[config.mk]
export PLATFORM = sky130hd
export DESIGN_NAME = sipo_buf_256b_ctrl_flat
export DESIGN_NICKNAME = d
export VERILOG_FILES = /design/src/rtl/sipo_buf_256b_ctrl_if.sv /design/src/rtl/sipo_buf_256b_ctrl.sv /design/src/flat_wrapper.sv
export SDC_FILE = /design/constraint.sdc
export NUM_CORES = 1
export LEC_CHECK = 0
export CORE_UTILIZATION = 51
export DETAILED_ROUTE_END_ITERATION = 8
export PLACE_DENSITY = 0.82
export SLEW_MARGIN = 30
export SYNTH_ARGS = -nofsm -noshare
export SYNTH_HDL_FRONTEND = slang
export SYNTH_SLANG_ARGS = --single-unit
[constraint.sdc]
create_clock -name clk -period 3 [get_ports clk]
set_input_delay 0.3 -clock clk [delete_from_list [all_inputs] [get_ports clk]]
set_output_delay 0.3 -clock clk [all_outputs]
set_load 0.005 [all_outputs]
[src/rtl/sipo_buf_256b_ctrl_if.sv]
// Handshake and datapath-control bundle between the SIPO buffer controller
// and its environment (serial source, reader and datapath).
interface sipo_buf_256b_ctrl_if;
    logic       start;
    logic       sin_valid;
    logic       rd_req;
    logic       addrclr;
    logic       sftregclr;
    logic       sften;
    logic       cnten;
    logic       mem_wen;
    logic       mem_ren;
    logic       busy;
    logic       full;
    logic       rd_valid;
    logic       done;
    logic       ovf;
    logic [6:0] word_cnt;

    modport master (
        output start, sin_valid, rd_req,
        input  addrclr, sftregclr, sften, cnten, mem_wen, mem_ren,
               busy, full, rd_valid, done, ovf, word_cnt
    );

    modport slave (
        input  start, sin_valid, rd_req,
        output addrclr, sftregclr, sften, cnten, mem_wen, mem_ren,
               busy, full, rd_valid, done, ovf, word_cnt
    );
endinterface

[src/rtl/sipo_buf_256b_ctrl.sv]
// Controller for a 64 x 32-bit serial-in/parallel-out buffer: captures 64
// serial words into memory, then hands them out one per read request.
module sipo_buf_256b_ctrl (
    input  logic                 clk,
    input  logic                 reset,
    sipo_buf_256b_ctrl_if.slave  bus
);

    typedef enum logic [2:0] {
        S_IDLE,
        S_CLR,
        S_SHIFT,
        S_WRITE,
        S_RDY,
        S_RD,
        S_RDOUT
    } state_t;

    state_t     r_state;
    logic [4:0] r_bitcnt;
    logic [6:0] r_word_cnt;
    logic       r_ovf;

    logic       w_last_word;
    logic       w_drop;
    logic       w_step;

    assign w_last_word = (r_word_cnt == 7'd63);
    assign w_step      = (r_state == S_WRITE) || (r_state == S_RDOUT);

    // A serial bit offered while no shift is possible is lost and flagged.
    assign w_drop = bus.sin_valid &&
                    ((r_state == S_WRITE) || (r_state == S_RDY) ||
                     (r_state == S_RD)    || (r_state == S_RDOUT));

    always_ff @(posedge clk) begin
        if (reset) begin
            r_state    <= S_IDLE;
            r_bitcnt   <= 5'd0;
            r_word_cnt <= 7'd0;
            r_ovf      <= 1'b0;
        end else begin
            if (w_drop) begin
                r_ovf <= 1'b1;
            end
            case (r_state)
                S_IDLE: begin
                    if (bus.start) begin
                        r_ovf   <= 1'b0;
                        r_state <= S_CLR;
                    end
                end
                S_CLR: begin
                    r_word_cnt <= 7'd0;
                    r_bitcnt   <= 5'd0;
                    r_state    <= S_SHIFT;
                end
                S_SHIFT: begin
                    if (bus.sin_valid) begin
                        r_bitcnt <= r_bitcnt + 5'd1;
                        if (r_bitcnt == 5'd31) begin
                            r_state <= S_WRITE;
                        end
                    end
                end
                S_WRITE: begin
                    if (w_last_word) begin
                        r_word_cnt <= 7'd0;
                        r_state    <= S_RDY;
                    end else begin
                        r_word_cnt <= r_word_cnt + 7'd1;
                        r_state    <= S_SHIFT;
                    end
                end
                S_RDY: begin
                    if (bus.rd_req) begin
                        r_state <= S_RD;
                    end
                end
                S_RD: begin
                    r_state <= S_RDOUT;
                end
                S_RDOUT: begin
                    if (w_last_word) begin
                        r_word_cnt <= 7'd0;
                        r_state    <= S_IDLE;
                    end else begin
                        r_word_cnt <= r_word_cnt + 7'd1;
                        r_state    <= S_RDY;
                    end
                end
                default: begin
                    r_state <= S_IDLE;
                end
            endcase
        end
    end

    // Reset forces the datapath clears and masks every other control.
    assign bus.addrclr   = reset || (r_state == S_CLR) || (w_step && w_last_word);
    assign bus.sftregclr = reset || (r_state == S_CLR);
    assign bus.sften     = !reset && (r_state == S_SHIFT) && bus.sin_valid;
    assign bus.cnten     = !reset && w_step && !w_last_word;
    assign bus.mem_wen   = !reset && (r_state == S_WRITE);
    assign bus.mem_ren   = !reset && (r_state == S_RD);
    assign bus.busy      = !reset && (r_state != S_IDLE);
    assign bus.full      = !reset && (r_state == S_RDY);
    assign bus.rd_valid  = !reset && (r_state == S_RDOUT);
    assign bus.done      = !reset && (r_state == S_RDOUT) && w_last_word;
    assign bus.ovf       = !reset && r_ovf;
    assign bus.word_cnt  = reset ? 7'd0 : r_word_cnt;

endmodule

[src/flat_wrapper.sv]
// flat-port wrapper written by rule: the top's interface ports become plain ports
module sipo_buf_256b_ctrl_flat 
  (clk, reset, bus_start, bus_sin_valid, bus_rd_req, bus_addrclr, bus_sftregclr, bus_sften, bus_cnten, bus_mem_wen, bus_mem_ren, bus_busy, bus_full, bus_rd_valid, bus_done, bus_ovf, bus_word_cnt);
  sipo_buf_256b_ctrl_if bus_i ();
  input  logic clk;
  input  logic reset;
  input wire logic [$bits(bus_i.start)-1:0] bus_start;
  input wire logic [$bits(bus_i.sin_valid)-1:0] bus_sin_valid;
  input wire logic [$bits(bus_i.rd_req)-1:0] bus_rd_req;
  output wire logic [$bits(bus_i.addrclr)-1:0] bus_addrclr;
  output wire logic [$bits(bus_i.sftregclr)-1:0] bus_sftregclr;
  output wire logic [$bits(bus_i.sften)-1:0] bus_sften;
  output wire logic [$bits(bus_i.cnten)-1:0] bus_cnten;
  output wire logic [$bits(bus_i.mem_wen)-1:0] bus_mem_wen;
  output wire logic [$bits(bus_i.mem_ren)-1:0] bus_mem_ren;
  output wire logic [$bits(bus_i.busy)-1:0] bus_busy;
  output wire logic [$bits(bus_i.full)-1:0] bus_full;
  output wire logic [$bits(bus_i.rd_valid)-1:0] bus_rd_valid;
  output wire logic [$bits(bus_i.done)-1:0] bus_done;
  output wire logic [$bits(bus_i.ovf)-1:0] bus_ovf;
  output wire logic [$bits(bus_i.word_cnt)-1:0] bus_word_cnt;
  assign bus_i.start = bus_start;
  assign bus_i.sin_valid = bus_sin_valid;
  assign bus_i.rd_req = bus_rd_req;
  assign bus_addrclr = bus_i.addrclr;
  assign bus_sftregclr = bus_i.sftregclr;
  assign bus_sften = bus_i.sften;
  assign bus_cnten = bus_i.cnten;
  assign bus_mem_wen = bus_i.mem_wen;
  assign bus_mem_ren = bus_i.mem_ren;
  assign bus_busy = bus_i.busy;
  assign bus_full = bus_i.full;
  assign bus_rd_valid = bus_i.rd_valid;
  assign bus_done = bus_i.done;
  assign bus_ovf = bus_i.ovf;
  assign bus_word_cnt = bus_i.word_cnt;
  sipo_buf_256b_ctrl u_core (.clk(clk), .reset(reset), .bus(bus_i));
endmodule
==> flow_summary.ini, run 1 <==
[final_layout]
stdcell_area_um2 = 1200
layout.nets = 144
diodes = 0
final_common_cell = clkdlybuf4s50_1
layout-drive-gt1-share_pct = 5.93
final_cell_mix = clkdlybuf4s50_1 (22), dfxtp_1 (16), nand2_1 (10), nor2b_1 (8), a21oi_1 (7)
area_delta_synth_final_pct = 28.1

[placement]
portBuffers = 22
place_congestion = 0.874
place_area_um2 = 1170
hpwl_mm = 1.49
place_ws_ns = 0.664

[cts]
cts.clk_slew.worst_paths_ns = 0.09
clock_path_buffers = 2
cts_root_buf = clkbuf_4
cts-htree-levels = 1
numCtsBuffers = 3
cts-hold-fix-buffers = 0
tritoncts = yes
post_cts_buffers = 0
clk-insertion-delay-late_ns = 0.30
cts.sinks = 16
ctsResizeCount = 0

[sta]
finalSetupViolCount = 0
slew_viol_final = 0
fin_crit_sh_pct = 85.0
finClkSkew_ns = 0.000944
fin_crit_ns = 2.55
grt_setup_unrepaired = false
hold_viol_final = 0
tightest_slew_ns = 0.519
setup_slack_ns = 0.449
clock.fmax_mhz = 392
slew_headroom_pct = 65.4
setup_tns_ns = 0

[route]
first_pass_iters = 5
vias = 898
wl_per_cell_um = 12.8
drcViolationCount = 0
postRouteAntennaNets = 0
viasPerCell = 5.61
drt-initial-drc-count = 10
drt_wl_total_mm = 2.05

[floorplanning]
rows = 15
die_x_um = 45.0
pin_count = 23
dieArea_um2 = 2020
die_h_um = 45.0
core_area_um2 = 1730
initial_core_util_pct = 54.5

[global_routing]
grt_pass1_vias = 813
gr-usage-all-layers_pct = 23.2
grt_overflow = 0
grt_max_degree = 17
antenna_found_initial = 0
grt_pass1_wl_mm = 3.42

[worst_setup_path]
cp.buffers_inverters = 1
cp_slowest_cell = clkdlybuf4s50_1
cp_num_cells = 6
start_kind = flip-flop
cp_max_fo = 5
worst_path_largest_cell_delay_ns = 0.52
critPathTopFamily = simple AND/OR/NAND/NOR gates
rrSetupSlack_ns = 1.40
crit_arrival_ns = 2.25
rr_worst_depth = 5
worstPathRequired_ns = 2.70
rr_startpoint = u_core.r_word_cnt[1]$_SDFFE_PP0P_
crit_chain = ha_1, nand3_1, nor3_1, nand2_1, o21bai_1, clkdlybuf4s50_1
r2r_end = u_core.r_state[2]$_SDFFE_PP0P_
worstSetupPathType = reg2out
end_kind = output pin

[run]
max-cap-violations = 0

[synthesis]
synth_cells = 113
netlist_area_um2 = 941
ys_types = 36
yosys_register_bits = 16
synthFlopType = dfxtp_1
ys.warnings.count = 0
ys_async_sr_fraction_pct = 0
synth_area_leader_cell = dfxtp_1
syn_avg_cell_area_um2 = 8.33
seq_area_frac_synth_pct = 34.0
synthesis.nets = 121
ys_top_cells_by_area = dfxtp_1 (34%), nor2b_1 (5.3%), xnor2_1 (4.7%), ha_1 (4.0%), nand2_1 (4.0%)
synth_edf_count = 0
synth_largest_type_area_fraction_pct = 34.0

[power]
powerDensity_nw_per_um2 = 353
irDropWorstVdd_uv = 290
power_leakage_uw = 0.000441

[hold_path]
hold_end = u_core.r_bitcnt[4]$_SDFFE_PP0P_
hold_path.startpoint = u_core.r_bitcnt[4]$_SDFFE_PP0P_
hp-class = reg2reg
whs_path_depth = 2

[outcome]
status = finished, final reports clean
cells by family after synthesis:
logic type,share of synthesized area (%)
simple gates,29.1
flops,34.0
mux,2.26
buf+inv,4.12
xor+xnor,4.65
fa+ha+maj,3.99
compound gates,21.8
registers in the layout, summed over array words and instances, names as in the netlist:
name,cells
u_core.r_bitcnt,5
u_core.r_word_cnt,7
u_core.r_state,3
u_core.r_ovf,1
report_power, final:
group          switching, uW  internal [uW]
combinational           27.6           26.2
clock                   71.8           74.1
sequential              9.75            216
total                    109            316
metal layers:
| metal | routed length (um) | global-route usage (%) |
|---|---|---|
| met3 | 86 | 3.60 |
| met5 | 0 | 0 |
| met1 | 906 | 27.1 |
| met2 | 1010 | 40.0 |
| met4 | 46 | 13.3 |
synth_stat cells, types with 2 or more instances:
cell type,instances
a22o_1,3
nand2_1,10
nand2b_1,5
a311oi_1,2
nand3_1,6
nor2_1,6
a21oi_1,7
and3_1,3
ha_1,3
and2_1,2
inv_1,2
nand4_1,2
clkbuf_1,2
nor2b_1,8
xnor2_1,5
dfxtp_1,16
o21ai_0,6
nor3_1,6
o21a_1,2
per-stage QoR:
stage          hold slack [ns]  total power [uW]  std cells  util, %
6_report                 0.467               425        160     69.8
5_1_grt                  0.500               444        160     69.8
4_1_cts                  0.475               427        160     69.8
3_5_place_dp             0.462               284        156     67.7
3_3_place_gp             0.446               282        156     67.7
2_1_floorplan            0.416               262        113        -
worst reg2reg max path: stages (launching register included):
cell     delay [ns]
dfxtp_1        0.40
ha_1           0.26
nand3_1        0.12
nor3_1         0.36
nand2_1        0.13
o32ai_1        0.24
cell type report:
type | instances | area [um2]
multi-input combinational | 90 | 582
tap | 25 | 31.3
clock buffer | 4 | 36.3
timing repair buffer | 23 | 228
fill | 155 | 522
inverter | 2 | 7.51
sequential | 16 | 320
worst max path at each step:
stage,start,endpoint,slack [ns]
global placement,reset,bus_cnten,0.70
detailed placement,reset,bus_cnten,0.66
floorplan,u_core.r_word_cnt[0]$_SDFFE_PP0P_,bus_addrclr,1.47
finish,u_core.r_word_cnt[1]$_SDFFE_PP0P_,bus_addrclr,0.45
CTS,u_core.r_word_cnt[1]$_SDFFE_PP0P_,bus_addrclr,0.44
global route,u_core.r_word_cnt[0]$_SDFFE_PP0P_,bus_addrclr,0.28
Note: power is estimated with default switching activity, not from simulation.
==> inputs of run 2 (changes only) <==
- CORE_MARGIN: default -> 2
==> run 2 against run 1 <==
Against the previous run:
- combinational power decreased by 2%
- routed wire length shrank 1.4%
- global-route usage fell by 1.9 points
- first-iteration DRC count is 40% lower
- register-to-register slack lost 0.02 ns
- critical endpoint unchanged
- largest cell class unchanged
- clock-buffer cell count unchanged
- worst setup slack better by 0.027 ns
- total power decreased by 0.68%
==> flow_summary.ini, run 2 (synthesis gave the netlist of run 1 again) <==
[placement]
place_ws_ns = 0.552
portBuffers = 22
place_congestion = 0.829
hpwl_mm = 1.53
place_area_um2 = 1170

[final_layout]
final_cell_mix = clkdlybuf4s50_1 (22), dfxtp_1 (16), nand2_1 (10), nor2b_1 (8), a21oi_1 (7)
top_register = u_core.r_word_cnt
largest_reg_flops = 7
final_common_cell = clkdlybuf4s50_1
reg_top3 = u_core.r_word_cnt (7), u_core.r_bitcnt (5), u_core.r_state (3)
multi_input_area_um2 = 582
diodes = 0
layout-drive-gt1-share_pct = 5.93
seq_area_um2 = 320
area_delta_synth_final_pct = 28.1
stdcell_area_um2 = 1200
n_fill_cell = 149
layout.nets = 144

[power]
p_total_uw = 422
power_leakage_uw = 0.000441
irDropWorstVdd_uv = 333
powerDensity_nw_per_um2 = 351

[worst_setup_path]
rr_worst_depth = 3
crit_arrival_ns = 2.22
rrSetupSlack_ns = 1.38
cp_num_cells = 6
crit_chain = ha_1, nand3_1, nor3_1, nand2_1, o21bai_1, clkdlybuf4s50_1
r2r_end = u_core.r_word_cnt[0]$_SDFFE_PP0P_
cp_slowest_cell = clkdlybuf4s50_1
worstPathRequired_ns = 2.70
worstSetupPathType = reg2out
critPathTopFamily = simple AND/OR/NAND/NOR gates
cp.buffers_inverters = 1
rr_startpoint = u_core.r_state[1]$_SDFFE_PP0P_
start_kind = flip-flop
worst_path_largest_cell_delay_ns = 0.51
cp_max_fo = 5
end_kind = output pin

[floorplanning]
rows = 15
die_h_um = 47.0
pin_count = 23
core_area_um2 = 1730
die_x_um = 47.0
initial_core_util_pct = 54.5
dieArea_um2 = 2200

[sta]
finalSetupViolCount = 0
setup_slack_ns = 0.476
finClkSkew_ns = 0.00630
setup_tns_ns = 0
slew_viol_final = 0
slew_headroom_pct = 64.4
clock.fmax_mhz = 396
hold_viol_final = 0
grt_setup_unrepaired = false
fin_crit_ns = 2.52
fin_crit_sh_pct = 84.1
tightest_slew_ns = 0.534

[route]
wl_per_cell_um = 12.6
first_pass_iters = 4
postRouteAntennaNets = 0
drcViolationCount = 0
vias = 908
drt-initial-drc-count = 6
drt_wl_total_mm = 2.02
viasPerCell = 5.68

[run]
max-cap-violations = 0

[cts]
cts-htree-levels = 1
cts.sinks = 16
numCtsBuffers = 3
tritoncts = yes
clock_path_buffers = 2
post_cts_buffers = 0
cts-hold-fix-buffers = 0
clk-insertion-delay-late_ns = 0.29
cts_root_buf = clkbuf_4
cts.clk_slew.worst_paths_ns = 0.09
ctsResizeCount = 0

[global_routing]
grt_pass1_vias = 787
grt_pass1_wl_mm = 3.32
grt_overflow = 0
antenna_found_initial = 0
gr-usage-all-layers_pct = 21.4
grt_max_degree = 17

[hold_path]
whs_path_depth = 2
hp-class = reg2reg
hold_path.startpoint = u_core.r_bitcnt[4]$_SDFFE_PP0P_
hold_end = u_core.r_bitcnt[4]$_SDFFE_PP0P_

[outcome]
status = finished, final reports clean
## run 2: cell counts in the layout (fill, tap and decap cells not counted)
Identical to the previous run, type by type.
## run 2: how the worst max path moves through the flow
stage | end | slack, ns | start
2_1_floorplan | bus_addrclr | 1.47 | u_core.r_word_cnt[0]$_SDFFE_PP0P_
3_3_place_gp | bus_cnten | 0.59 | reset
3_5_place_dp | bus_cnten | 0.55 | reset
4_1_cts | bus_addrclr | 0.47 | u_core.r_word_cnt[0]$_SDFFE_PP0P_
5_1_grt | bus_addrclr | 0.30 | u_core.r_word_cnt[1]$_SDFFE_PP0P_
6_report | bus_addrclr | 0.48 | u_core.r_word_cnt[0]$_SDFFE_PP0P_
## run 2: final cells by class
cell class                 instances  area share [%]
inverter                           2           0.623
multi-input combinational         90            48.3
clock buffer                       4            3.01
tap                               25            2.60
timing repair buffer              23            18.9
sequential                        16            26.6
## run 2: worst reg2reg max path: stages, from the launching register on
cell     delay [ns]
dfxtp_1        0.67
inv_1          0.21
o211a_1        0.35
mux2_2         0.29
## run 2: routing by layer
layer  global-route usage, %  part of all wire (%)
met2                    36.4                    49
met1                    25.5                    46
met3                    4.62                   3.1
met5                       0                     0
met4                    10.0                   1.9
## run 2: through the flow
stage                     util, %  std cells  hold WS (ns)
final                        69.8        160         0.468
after global routing         69.8        160         0.519
after CTS                    69.8        160         0.472
after detailed placement     67.7        156         0.460
after global placement       67.7        156         0.449
after floorplan                 -        113         0.416
## run 2: power by group
group / internal, uW / total [uW] / switching [uW]
Sequential: 216 / 226 / 9.72
Clock: 74.0 / 144 / 70.1
Combinational: 26.2 / 52.9 / 26.7
Total: 316 / 422 / 106
